**src/rtl/ldpc_decoder.sv**
```systemverilog
// rtl/ldpc_decoder.sv - single-error-correcting decoder for a 12-bit (4-bit message) code
//
// Purpose:
//   Accepts a 12-bit hard-decision codeword. It computes the 8-bit syndrome and,
//   when the syndrome is non-zero, searches the bit positions one per cycle for a
//   matching single-bit-error syndrome. The decoder returns the corrected word, or
//   the raw word flagged uncorrectable. It also keeps saturating counts of the
//   corrected and uncorrectable results that were delivered.
//
// Ports:
//   clk           system clock, rising edge
//   rst_n         asynchronous active-low reset
//   in_valid_i    code_in_i holds a codeword
//   in_ready_o    decoder idle, can accept a codeword
//   code_in_i     received 12-bit codeword
//   out_valid_o   result registers hold a valid result
//   out_ready_i   downstream accepts the result
//   msg_out_o     decoded message {w[4],w[2],w[1],w[0]}
//   code_out_o    codeword after correction (raw word when uncorrectable)
//   status_o      00 clean, 01 corrected, 10 uncorrectable
//   err_pos_o     corrected bit index, 0 unless status_o is 01
//   cnt_clr_i     synchronous clear of both counters
//   corr_cnt_o    delivered results with status 01, saturating
//   uncorr_cnt_o  delivered results with status 10, saturating

module ldpc_decoder #(
  parameter int CNT_W = 16
) (
  input  logic             clk,
  input  logic             rst_n,
  input  logic             in_valid_i,
  output logic             in_ready_o,
  input  logic [11:0]      code_in_i,
  output logic             out_valid_o,
  input  logic             out_ready_i,
  output logic [3:0]       msg_out_o,
  output logic [11:0]      code_out_o,
  output logic [1:0]       status_o,
  output logic [3:0]       err_pos_o,
  input  logic             cnt_clr_i,
  output logic [CNT_W-1:0] corr_cnt_o,
  output logic [CNT_W-1:0] uncorr_cnt_o
);

  typedef enum logic [1:0] {IDLE, SYND, SEARCH, DONE} state_e;

  localparam logic [1:0] ST_CLEAN  = 2'b00;
  localparam logic [1:0] ST_CORR   = 2'b01;
  localparam logic [1:0] ST_UNCORR = 2'b10;

  state_e           state_q;
  logic [11:0]      w_q;
  logic [7:0]       syn_q;
  logic [3:0]       idx_q;
  logic             in_ready_q;
  logic             out_valid_q;
  logic [3:0]       msg_q;
  logic [11:0]      code_q;
  logic [1:0]       status_q;
  logic [3:0]       err_pos_q;
  logic [CNT_W-1:0] corr_q;
  logic [CNT_W-1:0] uncorr_q;

  logic [7:0]       syn_d;
  logic [7:0]       col_d;
  logic [11:0]      fixed_d;
  logic             out_hs;

  function automatic logic [3:0] msg_of(input logic [11:0] c);
    return {c[4], c[2], c[1], c[0]};
  endfunction

  always_comb begin
    syn_d[7] = w_q[11] ^ w_q[4] ^ w_q[2] ^ w_q[1];
    syn_d[6] = w_q[10] ^ w_q[2] ^ w_q[0];
    syn_d[5] = w_q[9]  ^ w_q[0];
    syn_d[4] = w_q[8]  ^ w_q[4] ^ w_q[2] ^ w_q[1];
    syn_d[3] = w_q[7]  ^ w_q[4] ^ w_q[2] ^ w_q[1];
    syn_d[2] = w_q[6]  ^ w_q[2];
    syn_d[1] = w_q[5]  ^ w_q[2] ^ w_q[1] ^ w_q[0];
    syn_d[0] = w_q[3]  ^ w_q[2] ^ w_q[1] ^ w_q[0];
  end

  // Syndrome produced by a single error at the candidate index.
  always_comb begin
    col_d = 8'h00;
    case (idx_q)
      4'd0:    col_d = 8'h63;
      4'd1:    col_d = 8'h9B;
      4'd2:    col_d = 8'hDF;
      4'd3:    col_d = 8'h01;
      4'd4:    col_d = 8'h98;
      4'd5:    col_d = 8'h02;
      4'd6:    col_d = 8'h04;
      4'd7:    col_d = 8'h08;
      4'd8:    col_d = 8'h10;
      4'd9:    col_d = 8'h20;
      4'd10:   col_d = 8'h40;
      4'd11:   col_d = 8'h80;
      default: col_d = 8'h00;
    endcase
  end

  assign fixed_d = w_q ^ (12'd1 << idx_q);
  assign out_hs  = out_valid_q & out_ready_i;

  always_ff @(posedge clk or negedge rst_n) begin
    if (!rst_n) begin
      state_q     <= IDLE;
      w_q         <= '0;
      syn_q       <= '0;
      idx_q       <= '0;
      in_ready_q  <= 1'b1;
      out_valid_q <= 1'b0;
      msg_q       <= '0;
      code_q      <= '0;
      status_q    <= ST_CLEAN;
      err_pos_q   <= '0;
    end else begin
      case (state_q)
        IDLE: begin
          if (in_valid_i) begin
            w_q        <= code_in_i;
            in_ready_q <= 1'b0;
            state_q    <= SYND;
          end
        end
        SYND: begin
          syn_q <= syn_d;
          idx_q <= '0;
          if (syn_d == 8'h00) begin
            code_q      <= w_q;
            msg_q       <= msg_of(w_q);
            status_q    <= ST_CLEAN;
            err_pos_q   <= '0;
            out_valid_q <= 1'b1;
            state_q     <= DONE;
          end else begin
            state_q <= SEARCH;
          end
        end
        SEARCH: begin
          if (syn_q == col_d) begin
            code_q      <= fixed_d;
            msg_q       <= msg_of(fixed_d);
            status_q    <= ST_CORR;
            err_pos_q   <= idx_q;
            out_valid_q <= 1'b1;
            state_q     <= DONE;
          end else if (idx_q == 4'd11) begin
            // No single-bit explanation: hand back the word as received.
            code_q      <= w_q;
            msg_q       <= msg_of(w_q);
            status_q    <= ST_UNCORR;
            err_pos_q   <= '0;
            out_valid_q <= 1'b1;
            state_q     <= DONE;
          end else begin
            idx_q <= idx_q + 4'd1;
          end
        end
        DONE: begin
          if (out_ready_i) begin
            out_valid_q <= 1'b0;
            in_ready_q  <= 1'b1;
            state_q     <= IDLE;
          end
        end
        default: state_q <= IDLE;
      endcase
    end
  end

  // Counters: clear has priority over a coincident increment; both saturate.
  always_ff @(posedge clk or negedge rst_n) begin
    if (!rst_n) begin
      corr_q   <= '0;
      uncorr_q <= '0;
    end else if (cnt_clr_i) begin
      corr_q   <= '0;
      uncorr_q <= '0;
    end else if (out_hs) begin
      if (status_q == ST_CORR && corr_q != '1)
        corr_q <= corr_q + CNT_W'(1);
      if (status_q == ST_UNCORR && uncorr_q != '1)
        uncorr_q <= uncorr_q + CNT_W'(1);
    end
  end

  assign in_ready_o   = in_ready_q;
  assign out_valid_o  = out_valid_q;
  assign msg_out_o    = msg_q;
  assign code_out_o   = code_q;
  assign status_o     = status_q;
  assign err_pos_o    = err_pos_q;
  assign corr_cnt_o   = corr_q;
  assign uncorr_cnt_o = uncorr_q;

endmodule

```
**config.mk**
```make
export PLATFORM = sky130hd
export DESIGN_NAME = ldpc_decoder
export DESIGN_NICKNAME = d
export VERILOG_FILES = /design/src/rtl/ldpc_decoder.sv
export SDC_FILE = /design/constraint.sdc
export NUM_CORES = 1
export LEC_CHECK = 0
export ABC_AREA = 1
export BUFFER_PORTS_ARGS = -buffer_cell sky130_fd_sc_hd__buf_4
export CAP_MARGIN = 20
export CORE_ASPECT_RATIO = 0.6
export CORE_UTILIZATION = 35
export DETAILED_ROUTE_END_ITERATION = 16
export GPL_TIMING_DRIVEN = 0
export PLACE_DENSITY = 0.54
export SYNTH_ARGS = -nofsm -noshare
export SYNTH_HDL_FRONTEND = slang
export SYNTH_SLANG_ARGS = --single-unit
```
**constraint.sdc**
```tcl
create_clock -name clk -period 3 [get_ports clk]
set_input_delay 0.6 -clock clk [delete_from_list [all_inputs] [get_ports clk]]
set_output_delay 0.6 -clock clk [all_outputs]
set_load 0.05 [all_outputs]
```
; ---- Yosys cells after proc, flatten, opt, wreduce, memory -nomap -nowiden
; Memory sizes are Yosys's and may differ from the RTL's.
; Index checks and enable logic that the tools add are counted.
[op_classes]
n_addsub = 3
n_eq_ne = 15
n_shift = 1
muxes = 39
bitwise_logic = 21
reduce_logical = 18
[ops]
columns = cell, n
row1 = 16-bit 2-to-1 mux, 6
row2 = 12-bit 2-to-1 mux, 3
row3 = "16-bit by 1-bit adder with 16-bit output, second input constant", 2
row4 = 4-bit 2-to-1 mux, 8
row5 = "16-bit != test, second input constant", 2
row6 = 12-bit one-hot mux with 2 select lines, 1
row7 = 4-bit one-hot mux with 2 select lines, 3
row8 = 1-bit bitwise XOR, 19
row9 = 2-bit 2-to-1 mux, 7
row10 = 3-bit AND reduction, 4
row11 = "1-bit by 4-bit << shifter with 12-bit output, first input constant", 1
row12 = 12-bit bitwise XOR, 1
row13 = "2-bit != test, second input constant", 5
row14 = 2-bit nonzero test, 5
row15 = 8-bit equality test, 1
row16 = 8-bit logical NOT, 1
row17 = 2-bit one-hot mux with 4 select lines, 1
row18 = 1-bit 2-to-1 mux, 7
row19 = "2-bit equality test, second input constant", 3
row20 = 2-bit AND reduction, 3
row21 = "4-bit by 1-bit adder with 4-bit output, second input constant", 1
row22 = "2-bit by 1-bit equality test with 1-bit output, second input constant", 2
row23 = "4-bit equality test, second input constant", 1
row24 = 2-bit one-hot mux with 2 select lines, 1
row25 = other kinds (8), 9
[totals]
reg_bits = 82
mem_bits_ro = 128
input_bits = 17
word_cells = 110
mem_count = 1
[memory_table]
columns = name, depth, word_bits, rd, rd_clocked_by_memory_dff, wr, line_no
row1 = (no name shown), 16, 8, 1, 0, 0, 87  ; case (idx_q)

; ---- Longest topological paths before layout
[depth]
ltp_word = 6
ltp_mapped = 17
mapped_depth_nobuf = 16

; ---- Worst setup path before layout
; No wires, ideal clock.
[synth_path]
kind = reg2reg
startpoint = register uncorr_q[0], in the netlist uncorr_cnt_o[0]
endpoint = register uncorr_q[3], in the netlist uncorr_cnt_o[3]
setup_time_ns = 0.121
arrival_ns = 2.093
required_ns = 2.879
setup_slack_ns = 0.786
stages_incl_launch_ff = 10
path_buffers = 1
period_less_slack_ns = 2.214
path_cell_list = dfrtp_1 > ha_1 > nand2_1 > nor3_4 > nand2_1 > o31ai_4 > nand2_4 > buf_6 > a21oi_1 > nor2_1
[synth_between]
elab_chain_cells = 4
[synth_rtl]
columns = element, line_no
row1 = start: declaration, 62  ; logic [CNT_W-1:0] uncorr_q;
row2 = start signal: assignment, 186  ; uncorr_q <= uncorr_q + CNT_W'(1);
row3 = 16-bit by 1-bit adder with 16-bit output / 16-bit != test (equally long branches), "186, 185"
row4 = 16-bit 2-to-1 mux / 1-bit logical AND (equally long branches), 185  ; if (status_q == ST_UNCORR && uncorr_q != '1)
row5 = 16-bit 2-to-1 mux / 2-bit nonzero test (equally long branches), -
row6 = 16-bit 2-to-1 mux / 2-bit AND reduction (equally long branches), -
; Parallel ways exist; a longest one is shown, timed or not. The select of a mux whose other input is x is not followed.
; A chain may end at the register's enable or synchronous reset.

; ---- Worst setup path after layout
[layout_path]
startpoint = register idx_q[0]
endpoint = register err_pos_q[2], in the netlist err_pos_o[2]
[layout_between]
elab_chain_cells = 4
[layout_rtl]
columns = element, line_no
row1 = start: declaration, 54  ; logic [3:0] idx_q;
row2 = start signal: assignment, 159  ; idx_q <= idx_q + 4'd1;
row3 = memory read 16 x 8 bit, -
row4 = 8-bit equality test, 143  ; if (syn_q == col_d) begin
row5 = 3-bit != test (no line) / 4-bit 2-to-1 mux (equally long branches), -
row6 = 3-bit AND reduction (no line) / 4-bit one-hot mux with 2 select lines (equally long branches), -
row7 = end signal: assignment, 147  ; err_pos_q <= idx_q;
row8 = end: declaration, 60  ; logic [3:0] err_pos_q;
; Parallel ways exist; a longest one is shown, timed or not.

==> reports/qor.yml <==
multiInputGateArea_mm2: 0.00250
postRouteAntennaNets: 0
gp_congestion: 0.944
drv_slew: 0
post_cts_resized: 0
fin_crit_sh_pct: 89.1
numCtsBuffers: 9
ys.flop_type: "dfrtp_1"
cts_sinks: 78
drive_gt1_share_pct: 17.2
h-tree-depth: 3
power.density_mw_per_mm2: 938
min_period_ns: 2.67
syn_area_mm2: 0.00490
drc: 0
power_frac_seq_pct: 28.1
crit_arrival_ns: 2.92
synth-edff-count: 0
crit_fanout: 6
synth-seq-cells: 78
max_stage_delay_ns: 0.42
post-dp-hpwl_um: 10800
antenna_found_initial: 0
worst_slack_ns: 0.327
criticalPathCategory: "reg2reg"
insertion_delay_ns: 0.33
p_int_w: 0.00287
start_util_pct: 35.8
clkTransAtPathRegs_ns: 0.06
grt_remaining_overflow: 0
async_flop_share_pct: 100
wl_per_cell_um: 15.0
nNetsFinal: 777
drt-total-wl_um: 14100
tightest_slew_ns: 0.637
hold_viol_final: 0
n_fill_cell: 1419
status: "complete, no violations"
slew_headroom_pct: 57.5
place_ws_ns: 0.424
die_height_um: 93.6
ys_seq_area_share_pct: 39.9
holdWs_ns: 0.175
maxCapViolations: 0
p_sw_share_pct: 48.7
cts_setup_buffers: 0
setup_viol: 0
io_pins: 73
ir_drop_mv: 0.387
cts_tree: "done"
worstSetupEndpointType: "flop"
grt_usage_pct: 20.5
first_iter_violations: 342
die_w_um: 155
core_region_area_mm2: 0.0137
p_switching_w: 0.00273
synthCells: 663
holdBufCountCts: 0
grt_pass1_vias: 4149
synth_fp_nets: 694
grt_pass1_wl_um: 22800
vias_per_cell: 4.84
num_rows: 33
critPathRequiredTime_ns: 3.25
cp-start-kind: "flop"
pwr-share-comb_pct: 53.6
cts-root-buf: "clkbuf_16"
stdcell_count: 943
dp_cells: 926
rsz0062_at_grt: "no"
grt_max_degree: 79
register_area_mm2: 0.00195
hold_class: "in2async"
clock_skew_ns: 0.00714
diodes: 0
synth.avg_cell_area_um2: 7.39
crit_top_cell: "nand2_1"
clock_power_share_pct: 18.3
yosysWarningCount: 0
dr.pass1.iters: 5
synthToLayoutAreaGrowth_pct: 21.9
clock.fmax_ghz: 0.374
ys_types: 37
worstPathCellList: "inv_1, ha_1, inv_1, nand2_4, nand2_2, nand2_4, nand2_1, nand2_1, nand2_1, nor2_1, nand3_2, nor2_2, nand2_1, o21ai_1"
slowest_stage: "dfrtp_1"
die-area_mm2: 0.0145
tns_ns: 0
p_leak_nw: 2.93
port_buffers: 71
cts_buffer_depth: 2
via_count: 4565
flip-flops by register name (all words and copies together), names as in the netlist, 2 cells and up:
signal        count
uncorr_cnt_o     16
idx_q             4
code_out_o        9
corr_cnt_o       16
status_o          2
syn_q             8
state_q           2
msg_out_o         3
err_pos_o         4
w_q              12
cells in the mapped netlist (all sizes together), types with 2 or more instances:
library cell	instances	area share (%)
nor4	5	0.77
ha	14	3.6
xnor2	6	1.2
xor2	24	4.3
nand3	69	7.4
a21oi	21	2.1
clkbuf	7	0.54
o21ai	38	4.0
nor3	17	2.0
o31ai	10	1.8
nand2	190	15
dfrtp	77	39
buf	16	2.5
nand4	14	1.8
inv	78	6.0
nor2	71	5.9
or2	2	0.26
worst max-delay path: cells and delay by family, from the launching register on:
| kind | cells | cell delay [ns] |
|---|---|---|
| simple gates | 10 | 1.29 |
| compound gates | 1 | 0.21 |
| flops | 1 | 0.42 |
| buf+inv | 2 | 0.26 |
| fa+ha+maj | 1 | 0.39 |
cell type report:
type	instances	share of cell area, %
clock inverters	4	0.419
flip-flops and latches	78	32.7
plain buffers	23	2.52
inverters	78	4.95
multi-input cells	484	41.9
repair buffers	72	9.39
well taps	192	4.02
clock buffers	12	4.13
layout by cell type (no fill, tap or decap), types with 14 or more instances in the layout:
cell	n
nand3_1	67
nand2_1	180
buf_4	76
dfrtp_1	77
a21oi_1	21
nand4_1	14
ha_1	14
o21ai_1	18
o21ai_0	18
nor2_1	67
xor2_1	24
nor3_1	16
inv_1	76
worst paths after layout:
| kind | startpoint | to | slack (ns) | cells after the start |
|---|---|---|---|---|
| max | idx_q[0] | err_pos_o[2] | 0.33 | 14 |
| min reg2reg | code_out_o[3] | code_out_o[3] | 0.48 | 2 |
| min | rst_n | corr_cnt_o[8] | 0.17 | 1 |
| max in group asynchronous | rst_n | in_ready_o | 2.18 | 2 |
| min in group clk | code_out_o[3] | code_out_o[3] | 0.48 | 2 |
| max reg2reg | idx_q[0] | err_pos_o[2] | 0.33 | 14 |
kinds of logic (layout without fill, tap and decap cells):
| kind of cell | count (synthesis) | count (layout) | synth area share (%) |
|---|---|---|---|
| flip-flops | 78 | 78 | 39.9 |
| adder cells (fa/ha/maj) | 14 | 14 | 3.58 |
| AO/OA/AOI/OAI | 70 | 70 | 8.12 |
| buffers and inverters | 101 | 189 | 9.10 |
| AND/OR/NAND/NOR | 370 | 370 | 33.8 |
| XOR/XNOR | 30 | 30 | 5.52 |
layer usage:
layer	track usage (%)	part of all wire, %	vias to the layer above
met4	3.38	0.39	0
met1	33.9	56	2144
met5	0	0	-
met3	5.93	7.1	4
met2	25.0	36	129
li1	-	-	2288
metrics by stage:
step           utilization (%)  power (W)  instance area, µm²
2_1_floorplan                -    0.00377                4900
3_3_place_gp              41.5    0.00451                5670
3_5_place_dp              41.5    0.00457                5670
4_1_cts                   43.5    0.00561                5940
5_1_grt                   43.7    0.00605                5970
6_report                  43.7    0.00560                5970
power by group through the flow:
stage / combinational (W) / clock, W / sequential (W)
after global placement: 0.00293 / 0 / 0.00158
after CTS: 0.00300 / 0.00104 / 0.00157
after detailed placement: 0.00298 / 0 / 0.00159
after floorplan: 0.00186 / 0 / 0.00190
after global routing: 0.00336 / 0.00109 / 0.00161
final: 0.00300 / 0.00102 / 0.00158
(Power assumes the default switching activity.)
